### src/rtl/p_to_s.sv
// Parallel-to-serial: emits one LANES-wide word as LANES beats, lane 0 first; lane 0 appears the cycle after acceptance.
// One-word hold buffer gives gapless back-to-back streaming; o_ready low freezes the current lane, i_ready drops while hold is full.
module p_to_s #(
   parameter int WIDTH = 8,
   parameter int LANES = 4
) (
   input  logic                   clk,
   input  logic                   rst,
   input  logic [WIDTH*LANES-1:0] i_data,
   input  logic                   i_valid,
   output logic                   i_ready,
   output logic [WIDTH-1:0]       o_data,
   output logic                   o_valid,
   input  logic                   o_ready,
   output logic                   o_last
);

   localparam int CW = (LANES > 1) ? $clog2(LANES) : 1;
   localparam logic [CW-1:0] LAST = CW'(LANES - 1);

   logic [WIDTH*LANES-1:0] act_data;
   logic [WIDTH*LANES-1:0] hold_data;
   logic                   act_valid;
   logic                   hold_valid;
   logic [CW-1:0]          cnt;
   logic                   in_xfer;
   logic                   out_xfer;
   logic                   fin;

   assign in_xfer  = i_valid & i_ready;
   assign out_xfer = act_valid & o_ready;
   assign fin      = out_xfer & (cnt == LAST);

   assign i_ready = !hold_valid;
   assign o_valid = act_valid;
   assign o_last  = act_valid & (cnt == LAST);

   always_comb begin
      o_data = '0;
      for (int k = 0; k < LANES; k++) begin
         if (cnt == CW'(k)) o_data = act_data[k*WIDTH +: WIDTH];
      end
   end

   always_ff @(posedge clk or negedge rst) begin
      if (!rst) begin
         act_data   <= '0;
         hold_data  <= '0;
         act_valid  <= 1'b0;
         hold_valid <= 1'b0;
         cnt        <= '0;
      end else if (fin) begin
         // Word finished: refill from hold first, else directly from input, else go idle.
         cnt <= '0;
         if (hold_valid) begin
            act_data   <= hold_data;
            hold_valid <= 1'b0;
         end else if (in_xfer) begin
            act_data <= i_data;
         end else begin
            act_valid <= 1'b0;
         end
      end else begin
         if (out_xfer) cnt <= cnt + CW'(1);
         if (in_xfer) begin
            if (!act_valid) begin
               act_data  <= i_data;
               act_valid <= 1'b1;
               cnt       <= '0;
            end else begin
               hold_data  <= i_data;
               hold_valid <= 1'b1;
            end
         end
      end
   end

endmodule

### config.mk
export PLATFORM = sky130hd
export DESIGN_NAME = p_to_s
export DESIGN_NICKNAME = d
export VERILOG_FILES = /design/src/rtl/p_to_s.sv
export SDC_FILE = /design/constraint.sdc
export NUM_CORES = 1
export LEC_CHECK = 0
export CORE_MARGIN = 2
export CORE_UTILIZATION = 60
export DETAILED_ROUTE_END_ITERATION = 6
export DONT_BUFFER_PORTS = 1
export PLACE_DENSITY = 0.76
export SLEW_MARGIN = 20
export SYNTH_ARGS = -nofsm -noshare
export SYNTH_HDL_FRONTEND = slang
export SYNTH_SLANG_ARGS = --single-unit
export TNS_END_PERCENT = 10
### constraint.sdc
create_clock -name clk -period 3.2 [get_ports clk]
set_input_delay 0.48 -clock clk [delete_from_list [all_inputs] [get_ports clk]]
set_output_delay 0.48 -clock clk [all_outputs]
set_load 0.01 [all_outputs]
==> out/qor.csv <==
metric,value,unit
run_status,"complete, no violations",
n_antenna_cell,0,
timing_worst_setup_path_type,reg2out,
fin_setup_tns,0,ns
number_of_pins_with_negative_max_slew_slack_in_the_final_report,0,
grt_pass1_vias,1922,
ioPinCount,47,
end_kind,output pin,
cts_resized,0,
drtPass1Iterations,4,
postCtsSetupRepairBufs,0,
p_leak,1.760,nW
totalWireLength,6024,um
clkSinkCount,68,
ys_top_cells_by_count,"dfrtp_1 (68), mux2_4 (58), mux2_1 (32)",
floorplan.core_area,5574,sq um
regArea,1702,sq um
post_synth_main_area_contributors,"dfrtp_1 (48%), mux2_4 (25%), mux2_1 (10%)",
crit_path_max_fanout,10,
die_w,80.50,um
mappedNetlistArea,3511,sq um
tritoncts.num_buffers,9,
vias_per_cell,5.747,
place_congestion,0.7537,
multi_input_comb_area,1685,sq um
post_synth_num_cell_types,26,
postSynth.asyncResetShare,1.000,
final_antenna_net_count,0,
syn_avg_cell_area,14.81,sq um
power_density,1002,nW/um^2
synth_enable_flop_cells,0,
syn_inst,237,
post_drt_wl_per_cell,19.06,um
synthesis.nets,277,
layout-drive-gt1-share,0.3443,
final-setup-viol-count,0,
die-height,80.50,um
synthDominantAreaCellType,dfrtp_1,
cp_data_required_time,2.72,ns
place_inst,299,
layout-area-overhead-vs-synth,7.734,%
timing.max_cap.violations,0,
timing.final.hold_violations,0,
grt_start_max_net_pins,69,
tritoncts_clock_tree,built,
core_util_final,0.6786,
fin_crit_sh,0.8492,
drtIter0Drc,105,
dpl.hpwl,4036,um
synth.yosys.warnings,0,
tightestPinTransition,0.8102,ns
ys.flop_type,dfrtp_1,
track_usage,0.2058,
timing.max_slew.rel_slack,0.4588,
synthDominantCellAreaShare,0.4847,
clock_latency,0.34,ns
maxClockFrequency,368.0,MHz
ff2ff_path_depth,4,
worstHoldPathType,in2async,
number_of_register_bits_inferred_by_synthesis,68,
peakVddDrop,0.4893,mV
final-instance-count-excl-fill,316,
grt_overflow,0,
unrepaired_setup_endpoints_after_global_routing,no,
remaining_drc_errors,0,
synth_most_common_cell,dfrtp_1,
cts.root.buffer_cell,clkbuf_8,
layout.nets,279,
max_buffers_root_to_sink,2,
seq_area_frac_synth,0.4847,
worst_clock_skew,0.008317,ns
dr_total_vias,1816,
worst-endpoint-arrival,2.24,ns
design.die.area,6479,sq um
h-tree-depth,3,
clk_pin_slew,0.07,ns
place.port_buffers,0,
start_util,0.6299,
setup.worst_path.start_class,register,
initial_antenna_violation_count,0,
grt_pass1_wl,9763,um
core.rowCount,27,
fill_cells,409,
clock_period_minus_worst_slack,2.717,ns
-- worst max-delay path, cell delays in order, from the launching register on --
cell	delay (ns)
dfrtp_1	0.43
ha_1	0.34
nor2b_1	0.43
a221oi_1	0.15
o31ai_1	0.54
-- sequential cells by signal, summed over array words and instances (netlist names) --
name        flops
act_data       32
cnt             2
hold_data      32
hold_valid      1
o_valid         1
-- layout by cell type (no fill, tap or decap), types with 2 or more instances in the layout --
cell type  synthesis  layout
a21oi_1            3       3
a221oi_1           7       7
buf_4              1       3
bufinv_16          0       2
clkbuf_8           0      10
clkinv_2           0       3
dfrtp_1           68      68
ha_1               4       4
inv_1              5       5
mux2_1            32      32
mux2_2             4       4
mux2_4            58      58
mux2i_1            2       2
nand2_1           12      12
nor2b_1            8       8
o21ai_0            3       3
o31ai_1            8       8
-- cell families (layout without fill, tap and decap cells) --
family,count (synthesis),count (layout),share of synthesized area
AOI/OAI and AO/OA,26,26,0.05809
adders and majority gates,4,4,0.01426
muxes,96,96,0.3692
buffers and inverters,19,26,0.03528
and+or+nand+nor,24,24,0.03849
DFF,68,68,0.4847
-- repair_timing --
item / 4_1_cts / 5_1_grt
hold buffers: 1 / 0
hold endpoints to repair: 68 / 0
endpoints found under the setup margin: 0 / 0
-- area by class of cell --
cell class | count | area share
well taps | 72 | 0.02382
clock buffers | 11 | 0.03738
inverters | 5 | 0.004962
multi-input cells | 150 | 0.4456
repair buffers | 5 | 0.01852
clock inverters | 5 | 0.01985
flip-flops and latches | 68 | 0.4499
-- per-layer routing --
metal / part of all wire / global-route usage / wire, um / vias to the layer above
met1: 0.46 / 0.2614 / 2754 / 908
met4: 0.019 / 0.1017 / 116 / 0
met2: 0.47 / 0.3283 / 2852 / 30
met5: 0 / 0 / 0 / -
li1: - / - / - / 869
met3: 0.050 / 0.05056 / 302 / 9
-- path summary, 6_finish.rpt --
| kind | start | end | slack, ns |
|---|---|---|---|
| worst max register to register | cnt[0] | act_data[29] | 0.84 |
| max in group asynchronous | rst | act_data[22] | 2.91 |
| worst max-delay path | cnt[0] | o_data[1] | 0.48 |
| worst min register to register | hold_data[28] | hold_data[28] | 0.49 |
| min in group clk | o_ready | hold_valid | 0.25 |
| worst min-delay path | rst | act_data[31] | 0.01 |
-- power by group --
group	internal, W	switching, W	leakage [nW]
Combinational	0.000826	0.000620	0.844
Sequential	0.00130	0.000273	0.803
Clock	0.000456	0.000315	0.113
Total	0.00258	0.00121	1.76
-- per-stage QoR --
| stage | power (W) | hold slack [ns] | area [sq um] | worst slack (ns) |
|---|---|---|---|---|
| final | 0.003789 | 0.01049 | 3782 | 0.4825 |
| after global routing | 0.004011 | 0.02868 | 3782 | 0.2896 |
| after CTS | 0.003830 | 0.01859 | 3782 | 0.5011 |
| after detailed placement | 0.003021 | 0.1862 | 3538 | 0.8294 |
| after global placement | 0.002962 | 0.1862 | 3538 | 0.8480 |
| after floorplan | 0.002746 | 0.1844 | 3511 | 1.127 |
Power figures use the tool's default switching activity.
